### config.mk
export PLATFORM = sky130hd
export DESIGN_NAME = alien_hit_detector
export DESIGN_NICKNAME = d
export VERILOG_FILES = /design/src/rtl/galaxian_pkg.sv /design/src/rtl/aabb_overlap.sv /design/src/rtl/alien_hit_detector.sv
export SDC_FILE = /design/constraint.sdc
export NUM_CORES = 1
export LEC_CHECK = 0
export ABC_AREA = 1
export BUFFER_PORTS_ARGS = -buffer_cell sky130_fd_sc_hd__buf_2
export CAP_MARGIN = 40
export CORE_ASPECT_RATIO = 1.1
export CORE_MARGIN = 2
export CORE_UTILIZATION = 44
export DETAILED_ROUTE_END_ITERATION = 10
export PLACE_DENSITY = 0.75
export SKIP_CTS_REPAIR_TIMING = 1
export SLEW_MARGIN = 20
export SYNTH_ARGS = -nofsm -noshare
export SYNTH_HDL_FRONTEND = slang
export SYNTH_HIERARCHICAL = 1
export SYNTH_SLANG_ARGS = --single-unit
### constraint.sdc
create_clock -name Clk -period 4.4 [get_ports Clk]
set_input_delay 0.66 -clock Clk [delete_from_list [all_inputs] [get_ports Clk]]
set_output_delay 0.66 -clock Clk [all_outputs]
set_load 0.01 [all_outputs]
### src/rtl/galaxian_pkg.sv
// Shared constants, state encoding and helpers for the alien hit detector.
package galaxian_pkg;

  localparam int unsigned NUM_ALIENS = 12;
  localparam int unsigned ALIEN_W    = 16;
  localparam int unsigned ALIEN_H    = 16;
  localparam int unsigned MISSILE_W  = 2;
  localparam int unsigned MISSILE_H  = 8;
  localparam int unsigned COORD_W    = 10;
  localparam int unsigned IDX_W      = 4;
  localparam int unsigned CNT_W      = 4;

  typedef enum logic [1:0] {
    ST_IDLE = 2'd0,
    ST_SCAN = 2'd1,
    ST_DONE = 2'd2
  } det_state_e;

  typedef struct packed {
    logic [COORD_W-1:0] x;
    logic [COORD_W-1:0] y;
  } pos_t;

  // Number of set bits in a flag vector.
  function automatic logic [CNT_W-1:0] count_flags(input logic [NUM_ALIENS-1:0] f);
    logic [CNT_W-1:0] s;
    s = '0;
    for (int unsigned i = 0; i < NUM_ALIENS; i++) begin
      s = s + CNT_W'(f[i]);
    end
    return s;
  endfunction

endpackage

### src/rtl/aabb_overlap.sv
// Combinational missile/alien bounding-box overlap test, widened by one bit
// so that coordinates near the screen edge never wrap.
module aabb_overlap
  import galaxian_pkg::*;
(
  input  logic [COORD_W-1:0] mx,
  input  logic [COORD_W-1:0] my,
  input  logic [COORD_W-1:0] ax,
  input  logic [COORD_W-1:0] ay,
  output logic               overlap_c
);

  localparam int unsigned WW = COORD_W + 1;

  logic [WW-1:0] mx_w, my_w, ax_w, ay_w;

  assign mx_w = WW'(mx);
  assign my_w = WW'(my);
  assign ax_w = WW'(ax);
  assign ay_w = WW'(ay);

  assign overlap_c = (mx_w + WW'(MISSILE_W) > ax_w) &&
                     (mx_w < ax_w + WW'(ALIEN_W))   &&
                     (my_w + WW'(MISSILE_H) > ay_w) &&
                     (my_w < ay_w + WW'(ALIEN_H));

endmodule

### src/rtl/alien_hit_detector.sv
// Per-frame scan of the alien position table against the player missile;
// destroys at most one (lowest-index) alien per scan and keeps sticky flags.
module alien_hit_detector
  import galaxian_pkg::*;
(
  input  logic               Clk,
  input  logic               Reset,
  input  logic               frame_tick,
  input  logic               missile_active,
  input  logic [COORD_W-1:0] missile_x,
  input  logic [COORD_W-1:0] missile_y,
  output logic [IDX_W-1:0]   alien_idx,
  input  logic [COORD_W-1:0] alien_x_in,
  input  logic [COORD_W-1:0] alien_y_in,
  output logic               alien1_hit,
  output logic               alien2_hit,
  output logic               alien3_hit,
  output logic               alien4_hit,
  output logic               alien5_hit,
  output logic               alien6_hit,
  output logic               alien7_hit,
  output logic               alien8_hit,
  output logic               alien9_hit,
  output logic               alien10_hit,
  output logic               alien11_hit,
  output logic               alien12_hit,
  output logic               missile_clear,
  output logic [CNT_W-1:0]   hit_count,
  output logic               all_dead
);

  det_state_e            state_q, state_d;
  logic [CNT_W-1:0]      cnt_q, cnt_d;
  logic [IDX_W-1:0]      alien_idx_q, alien_idx_d;
  pos_t                  mis_q, mis_d;
  logic                  win_valid_q, win_valid_d;
  logic [IDX_W-1:0]      win_idx_q, win_idx_d;
  logic [NUM_ALIENS-1:0] flags_q, flags_d;
  logic                  missile_clear_q, missile_clear_d;
  logic [CNT_W-1:0]      hit_count_q, hit_count_d;
  logic                  all_dead_q, all_dead_d;

  logic                  overlap_c;
  logic [IDX_W-1:0]      cmp_idx_c;
  logic                  candidate_c;

  aabb_overlap u_overlap (
    .mx        (mis_q.x),
    .my        (mis_q.y),
    .ax        (alien_x_in),
    .ay        (alien_y_in),
    .overlap_c (overlap_c)
  );

  // Table data lags the address by a cycle, so cnt_q-1 is the index under test.
  assign cmp_idx_c   = IDX_W'(cnt_q - CNT_W'(1));
  assign candidate_c = (state_q == ST_SCAN) && (cnt_q != '0) && overlap_c &&
                       !flags_q[cmp_idx_c];

  always_comb begin
    state_d         = state_q;
    cnt_d           = cnt_q;
    alien_idx_d     = '0;
    mis_d           = mis_q;
    win_valid_d     = win_valid_q;
    win_idx_d       = win_idx_q;
    flags_d         = flags_q;
    missile_clear_d = 1'b0;
    hit_count_d     = count_flags(flags_q);
    all_dead_d      = &flags_q;

    case (state_q)
      ST_IDLE: begin
        if (frame_tick && missile_active) begin
          state_d     = ST_SCAN;
          cnt_d       = '0;
          mis_d.x     = missile_x;
          mis_d.y     = missile_y;
          win_valid_d = 1'b0;
          win_idx_d   = '0;
        end
      end
      ST_SCAN: begin
        if (cnt_q < CNT_W'(NUM_ALIENS - 1)) begin
          alien_idx_d = IDX_W'(cnt_q + CNT_W'(1));
        end
        // First overlap found wins; later ones are ignored.
        if (candidate_c && !win_valid_q) begin
          win_valid_d = 1'b1;
          win_idx_d   = cmp_idx_c;
        end
        if (cnt_q == CNT_W'(NUM_ALIENS)) begin
          state_d = ST_DONE;
          if (win_valid_d) begin
            flags_d[win_idx_d] = 1'b1;
            missile_clear_d    = 1'b1;
          end
        end else begin
          cnt_d = cnt_q + CNT_W'(1);
        end
      end
      ST_DONE: begin
        state_d     = ST_IDLE;
        win_valid_d = 1'b0;
      end
      default: state_d = ST_IDLE;
    endcase
  end

  always_ff @(posedge Clk or negedge Reset) begin
    if (!Reset) begin
      state_q         <= ST_IDLE;
      cnt_q           <= '0;
      alien_idx_q     <= '0;
      mis_q           <= '0;
      win_valid_q     <= 1'b0;
      win_idx_q       <= '0;
      flags_q         <= '0;
      missile_clear_q <= 1'b0;
      hit_count_q     <= '0;
      all_dead_q      <= 1'b0;
    end else begin
      state_q         <= state_d;
      cnt_q           <= cnt_d;
      alien_idx_q     <= alien_idx_d;
      mis_q           <= mis_d;
      win_valid_q     <= win_valid_d;
      win_idx_q       <= win_idx_d;
      flags_q         <= flags_d;
      missile_clear_q <= missile_clear_d;
      hit_count_q     <= hit_count_d;
      all_dead_q      <= all_dead_d;
    end
  end

  assign alien_idx     = alien_idx_q;
  assign missile_clear = missile_clear_q;
  assign hit_count     = hit_count_q;
  assign all_dead      = all_dead_q;
  assign alien1_hit    = flags_q[0];
  assign alien2_hit    = flags_q[1];
  assign alien3_hit    = flags_q[2];
  assign alien4_hit    = flags_q[3];
  assign alien5_hit    = flags_q[4];
  assign alien6_hit    = flags_q[5];
  assign alien7_hit    = flags_q[6];
  assign alien8_hit    = flags_q[7];
  assign alien9_hit    = flags_q[8];
  assign alien10_hit   = flags_q[9];
  assign alien11_hit   = flags_q[10];
  assign alien12_hit   = flags_q[11];

endmodule

==> load_flow_metrics.sql, run 1 <==
INSERT INTO impl_metrics (metric_group, metric, value, unit) VALUES
('outcome', 'run_status', 'completed', ''),
('setup_path', 'critical_path.endpoint', 'hit_count[2]$_DFF_PN0_', ''),
('layout', 'area_growth_syn_to_layout', '13.30', '%'),
('global_route', 'global_route_wire_length_before_repair', '15440', 'um'),
('die', 'pin_count', '66', ''),
('clock_tree', 'ctsLongestPathBuffers', '2', ''),
('synth', 'share_of_synthesized_area_occupied_by_flip_flops_and_latches', '32.26', '%'),
('synth', 'synth_seq_cells', '53', ''),
('sta', 'grt_setup_unrepaired', 'false', ''),
('die', 'num_rows', '37', ''),
('clock_tree', 'cts.sink_count', '53', ''),
('clock_tree', 'cts.reportedPaths.clkPinSlew', '0.10', 'ns'),
('sta', 'fin_crit', '3.483', 'ns'),
('setup_path', 'cp_required', '4.61', 'ns'),
('setup_path', 'startpoint_type', 'flip-flop', ''),
('min_path', 'holdCritPathClass', 'in -> async', ''),
('placement', 'hpwl', '7446', 'um'),
('routing', 'wl', '9173', 'um'),
('sta', 'finalHoldViolations', '0', ''),
('synth', 'synth_top_cell_by_area', 'dfrtp_1', ''),
('run', 'maxCapViolCount', '0', ''),
('routing', 'drc_errors', '0', ''),
('global_route', 'groute.usage.overall', '19.06', '%'),
('clock_tree', 'cts_made_buffers', '5', ''),
('layout', 'seqCellArea', '0.001326', 'sq mm'),
('sta', 'setup_tns', '0', 'ns'),
('setup_path', 'worst_path_arrival', '3.69', 'ns'),
('setup_path', 'reg2regPathDepth', '11', ''),
('setup_path', 'critical_path.reg2reg.endpoint', 'hit_count[2]$_DFF_PN0_', ''),
('setup_path', 'worst_setup_path_end_kind', 'flip-flop', ''),
('sta', 'final-max-slew-violation-count', '0', ''),
('routing', 'viasPerCell', '5.139', ''),
('layout', 'final_layout_size_suffix_gt1_share', '22.78', '%'),
('layout', 'num-nets-final', '651', ''),
('sta', 'max_freq', '287.1', 'MHz'),
('layout', 'insertedDiodeCount', '0', ''),
('clock_tree', 'worst_skew_pair.late_latency', '0.31', 'ns'),
('synth', 'cell_variety_after_synth', '38', ''),
('synth', 'netlist_area', '0.004111', 'sq mm'),
('power_and_ir_drop', 'power_leakage', '0.002454', 'uW'),
('layout', 'final_core_util', '50.56', '%'),
('clock_tree', 'cts_tree', 'yes', ''),
('global_route', 'grt_antenna_before_repair', '0', ''),
('placement', 'gpl.final_weighted_congestion', '0.8724', ''),
('die', 'die-width', '96.17', 'um'),
('clock_tree', 'root_buffer', 'clkbuf_8', ''),
('global_route', 'pin_count_of_the_biggest_net_entering_global_routing', '54', ''),
('power_and_ir_drop', 'max-vdd-ir-drop', '0.0002399', 'V'),
('synth', 'synthTopCellsByArea', 'dfrtp_1, ha_1, nand2_1, inv_1, mux2_2', ''),
('setup_path', 'timing.reg2reg.setup_slack', '0.92', 'ns'),
('synth', 'mappedNetlistNets', '585', ''),
('setup_path', 'path_max_fanout', '4', ''),
('die', 'core_region_area', '0.009213', 'sq mm'),
('die', 'die_h', '105.4', 'um'),
('synth', 'synth_top_cell_area_share', '32.26', '%'),
('synth', 'cell_count_after_synthesis', '487', ''),
('routing', 'wl_per_cell', '13.69', 'um'),
('routing', 'drt_first_iter_violations', '141', ''),
('synth', 'syn_area_per_cell', '8.442', 'sq um'),
('routing', 'detail_route.first_pass.iterations', '4', ''),
('power_and_ir_drop', 'pwr_density_cell', '620.3', 'mW/mm^2'),
('sta', 'timing.slew.headroom', '55.17', '%'),
('setup_path', 'startpoint_of_the_worst_slack_reg_to_reg_timing_path', 'flags_q[0]$_DFFE_PN0P_', ''),
('sta', 'finalSetupViolations', '0', ''),
('routing', 'drt.antenna.violating_nets', '0', ''),
('layout', 'multi_input_gate_area_in_the_final_layout', '0.002441', 'sq mm'),
('setup_path', 'critPathKind', 'reg -> reg', ''),
('sta', 'worst-slew-pin-transition', '0.6725', 'ns'),
('die', 'initial_utilization', '44.63', '%'),
('sta', 'clk_skew', '0.009504', 'ns'),
('layout', 'fill_cells', '869', ''),
('routing', 'via_count', '3443', ''),
('placement', 'port_buffers', '65', ''),
('die', 'fp.dieArea', '0.01013', 'sq mm'),
('clock_tree', 'cts.htree.levels', '2', ''),
('sta', 'post-route-period-util', '79.17', '%'),
('synth', 'synth_warnings', '6', ''),
('global_route', 'grt-ovfl-total', '0', ''),
('setup_path', 'worst_setup_path_startpoint', 'flags_q[0]$_DFFE_PN0P_', ''),
('global_route', 'first_global_vias', '3490', '');
[power breakdown]
group / leakage (uW) / internal, uW / switching [uW]
combinational: 0.00175 / 685 / 990
sequential: 0.000651 / 673 / 203
clock: 0.0000546 / 169 / 170
[layout make-up]
type                    instances  area share [%]
well taps                     117           3.143
repair buffers                 67           7.467
clock buffers                   5           1.477
flip-flops and latches         53           28.47
multi-input cells             349           52.40
inverters                      77           6.205
clock inverters                 2          0.8327
[cells in the final DEF (no fill, tap or decap), types with 2 or more instances in the layout]
master	Yosys	layout
nand2_1	87	87
inv_1	73	73
buf_2	2	65
dfrtp_1	53	53
ha_1	47	47
nand3_1	36	36
nor2_1	31	31
mux2_2	20	20
a21oi_1	17	17
nand4_1	17	17
xor2_1	16	16
nand2_2	12	12
nor3_1	8	8
o21bai_1	8	8
fa_1	7	7
o21ai_0	6	6
nor2_2	5	5
clkbuf_8	0	5
inv_2	4	4
o22ai_1	4	4
xnor2_1	4	4
nand3b_1	4	4
nand3_2	3	3
a21o_1	3	3
nor2_4	2	2
nand3_4	2	2
[worst min path at each step]
stage	to	startpoint	depth (start not counted)
global placement	mis_q[10]$_DFFE_PN0P_	mis_q[10]$_DFFE_PN0P_	1
global route	mis_q[0]$_DFFE_PN0P_	Reset	2
CTS	mis_q[8]$_DFFE_PN0P_	Reset	2
floorplan	alien_idx[0]$_DFF_PN0_	Reset	0
detailed placement	mis_q[0]$_DFFE_PN0P_	mis_q[0]$_DFFE_PN0P_	1
finish	mis_q[14]$_DFFE_PN0P_	Reset	2
[flip-flops by register name, indices dropped and copies added, names as in the netlist]
| signal | count |
|---|---|
| flags_q | 12 |
| hit_count | 4 |
| alien_idx | 4 |
| win_idx_q | 4 |
| all_dead | 1 |
| mis_q | 20 |
| win_valid_q | 1 |
| state_q | 2 |
| missile_clear | 1 |
| cnt_q | 4 |
[logic make-up after synthesis]
| family | Yosys count | share of synthesized area, % |
|---|---|---|
| adders and majority gates | 54 | 17.71 |
| buffers and inverters | 85 | 8.369 |
| and+or+nand+nor | 211 | 25.14 |
| DFF | 53 | 32.26 |
| muxes | 20 | 5.478 |
| AOI/OAI and AO/OA | 44 | 6.786 |
| xor gates and xnor gates | 20 | 4.260 |
[routing by layer]
layer	global-route usage [%]	up-vias	routed length, um
li1	-	1733	-
met1	23.17	1620	3843
met2	33.93	76	4784
met3	2.859	14	383
met4	5.918	0	161
met5	0	-	0
[metrics by stage]
step           worst slack [ns]  hold WS (ns)  cells  cell area (sq um)  total power, uW
3_3_place_gp              1.001        0.4919    662               4536             2487
3_5_place_dp             0.9371        0.5000    663               4551             2557
5_1_grt                  0.7462        0.5348    670               4658             3201
4_1_cts                  0.9029        0.4948    670               4658             2912
6_report                 0.9165        0.4566    670               4658             2890
2_1_floorplan             1.023        0.3644    487               4111             2167
[cells in the mapped netlist]
cell	number
nor2_2	5
and3_1	1
o21ai_2	1
inv_1	73
xor2_1	16
nor2_4	2
nor3b_1	1
ha_1	47
a21oi_1	17
nor3_1	8
inv_2	4
or3_1	1
nor2_8	1
a21boi_4	1
buf_6	3
mux2_2	20
nand2_2	12
o21a_1	1
a21o_2	1
o31ai_1	1
nand3_4	2
a21o_1	3
dfrtp_1	53
nand3b_1	4
nand4_1	17
o21ai_1	1
o21bai_1	8
nand3_2	3
xnor2_1	4
buf_2	2
o21ai_0	6
clkbuf_1	2
nand3_1	36
nand2_1	87
fa_1	7
o22ai_1	4
nor2_1	31
buf_1	1
[critical path: stages (launching register included)]
cell	delay [ns]
dfrtp_1	0.41
inv_1	0.09
fa_1	0.54
inv_1	0.05
fa_1	0.50
inv_1	0.05
fa_1	0.46
fa_1	0.50
inv_1	0.05
ha_1	0.20
fa_1	0.38
xor2_1	0.15
Note: power is estimated with default switching activity, not from simulation.
==> run 2: changes to the inputs <==
--- a/config.mk
+++ b/config.mk
@@ -5,7 +5,7 @@
 export SDC_FILE = /design/constraint.sdc
 export NUM_CORES = 1
 export LEC_CHECK = 0
-export ABC_AREA = 1
+export ABC_AREA = 0
 export BUFFER_PORTS_ARGS = -buffer_cell sky130_fd_sc_hd__buf_2
 export CAP_MARGIN = 40
 export CORE_ASPECT_RATIO = 1.1
==> constraint.sdc (replaced) <==
create_clock -name Clk -period 3.45 [get_ports Clk]
set_input_delay 0.5175 -clock Clk [delete_from_list [all_inputs] [get_ports Clk]]
set_output_delay 0.5175 -clock Clk [all_outputs]
set_load 0.01 [all_outputs]
==> load_flow_metrics.sql, run 2 <==
INSERT INTO impl_metrics (metric_group, metric, value, unit) VALUES
('setup_path', 'critPathKind', 'reg -> reg', ''),
('sta', 'final-max-slew-violation-count', '0', ''),
('layout', 'num-nets-final', '632', ''),
('sta', 'worst-slew-pin-transition', '0.6321', 'ns'),
('routing', 'drt.antenna.violating_nets', '0', ''),
('sta', 'max_freq', '285.7', 'MHz'),
('die', 'fp.dieArea', '0.009963', 'sq mm'),
('routing', 'wl_per_cell', '15.01', 'um'),
('routing', 'drt_first_iter_violations', '192', ''),
('synth', 'share_of_synthesized_area_occupied_by_flip_flops_and_latches', '32.84', '%'),
('min_path', 'holdCritPathClass', 'in -> async', ''),
('clock_tree', 'ctsLongestPathBuffers', '2', ''),
('setup_path', 'worstPathCellList', 'and3_4 -> and3_4 -> xor2_2 -> ha_1 -> a21o_1 -> a21oi_2 -> or4b_4 -> a32oi_2 -> nor3_2 -> and4b_2 -> buf_6 -> a21o_1 -> o211a_4 -> o31ai_4', ''),
('clock_tree', 'cts.reportedPaths.clkPinSlew', '0.10', 'ns'),
('clock_tree', 'cts_tree', 'yes', ''),
('power_and_ir_drop', 'pwr_density_cell', '680.8', 'mW/mm^2'),
('setup_path', 'path_buf_inv', '1', ''),
('layout', 'seqCellArea', '0.001329', 'sq mm'),
('global_route', 'pin_count_of_the_biggest_net_entering_global_routing', '32', ''),
('setup_path', 'worst_setup_path_end_kind', 'flip-flop', ''),
('sta', 'fin_crit', '3.501', 'ns'),
('layout', 'final_layout_size_suffix_gt1_share', '28.04', '%'),
('layout', 'fill_cells', '793', ''),
('sta', 'post-route-period-util', '101.5', '%'),
('placement', 'gpl.final_weighted_congestion', '0.8684', ''),
('sta', 'clk_skew', '0.01020', 'ns'),
('synth', 'synth_seq_cells', '53', ''),
('synth', 'synth_warnings', '6', ''),
('placement', 'hpwl', '7626', 'um'),
('synth', 'cell_count_after_synthesis', '445', ''),
('setup_path', 'timing.critical_path.slowest_cell_delay', '0.47', 'ns'),
('synth', 'synthTopCellsByArea', 'dfrtp_1, ha_1, nand2_1, inv_1, xnor2_1', ''),
('layout', 'largest_register_ff_count', '20', ''),
('global_route', 'global_route_wire_length_before_repair', '16240', 'um'),
('global_route', 'grt_antenna_before_repair', '0', ''),
('routing', 'detail_route.first_pass.iterations', '4', ''),
('setup_path', 'startpoint_type', 'flip-flop', ''),
('sta', 'finalHoldViolations', '0', ''),
('layout', 'instances_no_fill', '649', ''),
('synth', 'synth_ff_type', 'dfrtp_1', ''),
('layout', 'biggest_register', 'mis_q', ''),
('power_and_ir_drop', 'max-vdd-ir-drop', '0.0002693', 'V'),
('synth', 'synthMostInstantiatedCell', 'nand2_1', ''),
('placement', 'post_dp_cell_area', '0.004642', 'sq mm'),
('synth', 'synth_async_sr_flop_share', '100.0', '%'),
('clock_tree', 'cts_made_buffers', '5', ''),
('layout', 'reg.largest.list', 'mis_q (20), flags_q (12)', ''),
('synth', 'syn_area_per_cell', '9.076', 'sq um'),
('placement', 'port_buffers', '65', ''),
('die', 'initial_utilization', '45.52', '%'),
('die', 'num_rows', '36', ''),
('layout', 'layout.cells.most_common', 'nand2_1', ''),
('sta', 'finalSetupViolations', '9', ''),
('synth', 'mappedNetlistNets', '543', ''),
('power_and_ir_drop', 'power_leakage', '0.002476', 'uW'),
('setup_path', 'cpLargestDelayFamily', 'simple AND/OR/NAND/NOR gates', ''),
('die', 'die-width', '95.35', 'um'),
('die', 'pin_count', '66', ''),
('run', 'maxCapViolCount', '0', ''),
('routing', 'wl', '9739', 'um'),
('layout', 'multi_input_gate_area_in_the_final_layout', '0.002600', 'sq mm'),
('layout', 'final_area', '0.004960', 'sq mm'),
('global_route', 'groute.usage.overall', '20.19', '%'),
('setup_path', 'cp_required', '3.68', 'ns'),
('routing', 'via_count', '3507', ''),
('routing', 'viasPerCell', '5.404', ''),
('synth', 'synth_edf_count', '0', ''),
('routing', 'drc_errors', '0', ''),
('clock_tree', 'cts.htree.levels', '2', ''),
('clock_tree', 'cts.sink_count', '53', ''),
('sta', 'hold-worst-slack', '0.09636', 'ns'),
('global_route', 'first_global_vias', '3571', ''),
('setup_path', 'worst_path_arrival', '3.73', 'ns'),
('die', 'core_region_area', '0.008874', 'sq mm'),
('sta', 'grt_setup_unrepaired', 'true', ''),
('synth', 'synth_top_cell_area_share', '32.84', '%'),
('synth', 'synthTopCellsByCount', 'nand2_1, dfrtp_1, inv_1', ''),
('layout', 'layout.cells.most_common_list', 'nand2_1, buf_2, dfrtp_1, inv_1, ha_1', ''),
('clock_tree', 'worst_skew_pair.late_latency', '0.32', 'ns'),
('setup_path', 'cp_slowest_cell', 'or4b_4', ''),
('setup_path', 'path_max_fanout', '6', ''),
('placement', 'pre_cts_slack', '-0.08315', 'ns'),
('layout', 'insertedDiodeCount', '0', ''),
('die', 'die_h', '104.5', 'um'),
('sta', 'timing.final.ws_setup', '-0.05050', 'ns'),
('synth', 'synth_top_cell_by_area', 'dfrtp_1', ''),
('layout', 'area_growth_syn_to_layout', '22.80', '%'),
('synth', 'cell_variety_after_synth', '66', ''),
('placement', 'dpl.cell_count', '637', ''),
('outcome', 'violations', 'negative setup slack', ''),
('global_route', 'grt-ovfl-total', '0', ''),
('clock_tree', 'root_buffer', 'clkbuf_8', ''),
('outcome', 'run_status', 'complete, but fails checks', ''),
('synth', 'netlist_area', '0.004039', 'sq mm'),
('sta', 'timing.slew.headroom', '57.61', '%');
-- run 2: changes by cell type in the layout (fill, tap and decap cells not counted), moves of 7 or more --
| cell | before | now |
|---|---|---|
| nand2_2 | 12 | 1 |
| xor2_1 | 16 | 6 |
| o21bai_1 | 8 | 1 |
| buf_4 | 1 | 25 |
| nor2_1 | 31 | 16 |
| nand4_1 | 17 | 5 |
| nand3_1 | 36 | 19 |
| inv_1 | 73 | 46 |
| xnor2_1 | 4 | 17 |
| nand2_1 | 87 | 80 |
| mux2_2 | 20 | 1 |
| o21ai_0 | 6 | 14 |
-- run 2: final cells by class --
type,instances,share of cell area (%)
clock buffers,5,1.387
well taps,114,2.876
multi-input cells,331,52.42
clock inverters,3,1.312
inverters,49,3.708
flip-flops and latches,53,26.79
repair buffers,94,11.50
-- run 2: kinds of logic (layout without fill, tap and decap cells) --
| group | Yosys count | count (layout) | share of synthesized area, % |
|---|---|---|---|
| flip-flops | 53 | 53 | 32.84 |
| multiplexers | 6 | 6 | 2.850 |
| buffers and inverters | 61 | 151 | 6.289 |
| adder cells (fa/ha/maj) | 54 | 54 | 18.03 |
| AND/OR/NAND/NOR | 169 | 169 | 20.32 |
| XOR/XNOR | 24 | 24 | 5.204 |
| AO/OA/AOI/OAI | 78 | 78 | 14.47 |
-- run 2: path summary, 6_finish.rpt --
check / slack [ns] / depth (start not counted) / from / end
min in group Clk: 0.38 / 3 / missile_y[3] / mis_q[3]$_DFFE_PN0P_
max in group asynchronous: 2.86 / 2 / Reset / cnt_q[2]$_DFFE_PN0P_
max reg2reg: -0.05 / 14 / mis_q[11]$_DFFE_PN0P_ / flags_q[1]$_DFFE_PN0P_
min: 0.1 / 1 / Reset / all_dead$_DFF_PN0_
min reg2reg: 0.49 / 2 / mis_q[10]$_DFFE_PN0P_ / mis_q[10]$_DFFE_PN0P_
max: -0.05 / 14 / mis_q[11]$_DFFE_PN0P_ / flags_q[1]$_DFFE_PN0P_
-- run 2: through the flow --
step | setup TNS (ns) | utilization, % | power [uW]
CTS | -0.4620 | 53.82 | 3252
finish | -0.2125 | 55.89 | 3377
global placement | 0 | 52.09 | 2658
detailed placement | -0.4321 | 52.31 | 2740
global route | -1.400 | 55.89 | 3683
floorplan | 0 | - | 2254
-- run 2: where the power goes --
part / switching [uW] / internal [uW] / leakage (uW)
Combinational: 1010 / 813 / 0.00178
Sequential: 242 / 809 / 0.000625
Clock: 215 / 288 / 0.0000681
-- run 2: worst reg2reg max path: stages, from the launching register on --
cell	delay [ns]
dfrtp_2	0.45
and3_4	0.18
and3_4	0.19
xor2_2	0.14
ha_1	0.31
a21o_1	0.17
a21oi_2	0.13
or4b_4	0.47
a32oi_2	0.23
nor3_2	0.09
and4b_2	0.32
buf_6	0.14
a21o_1	0.17
o211a_4	0.19
o31ai_4	0.22
-- run 2: per-layer routing --
| layer | part of all wire (%) | vias to the layer above | GRT usage (%) |
|---|---|---|---|
| met2 | 51 | 78 | 35.11 |
| li1 | - | 1720 | - |
| met4 | 1.7 | 0 | 3.727 |
| met5 | 0 | - | 0 |
| met3 | 4.2 | 15 | 3.478 |
| met1 | 43 | 1694 | 26.19 |
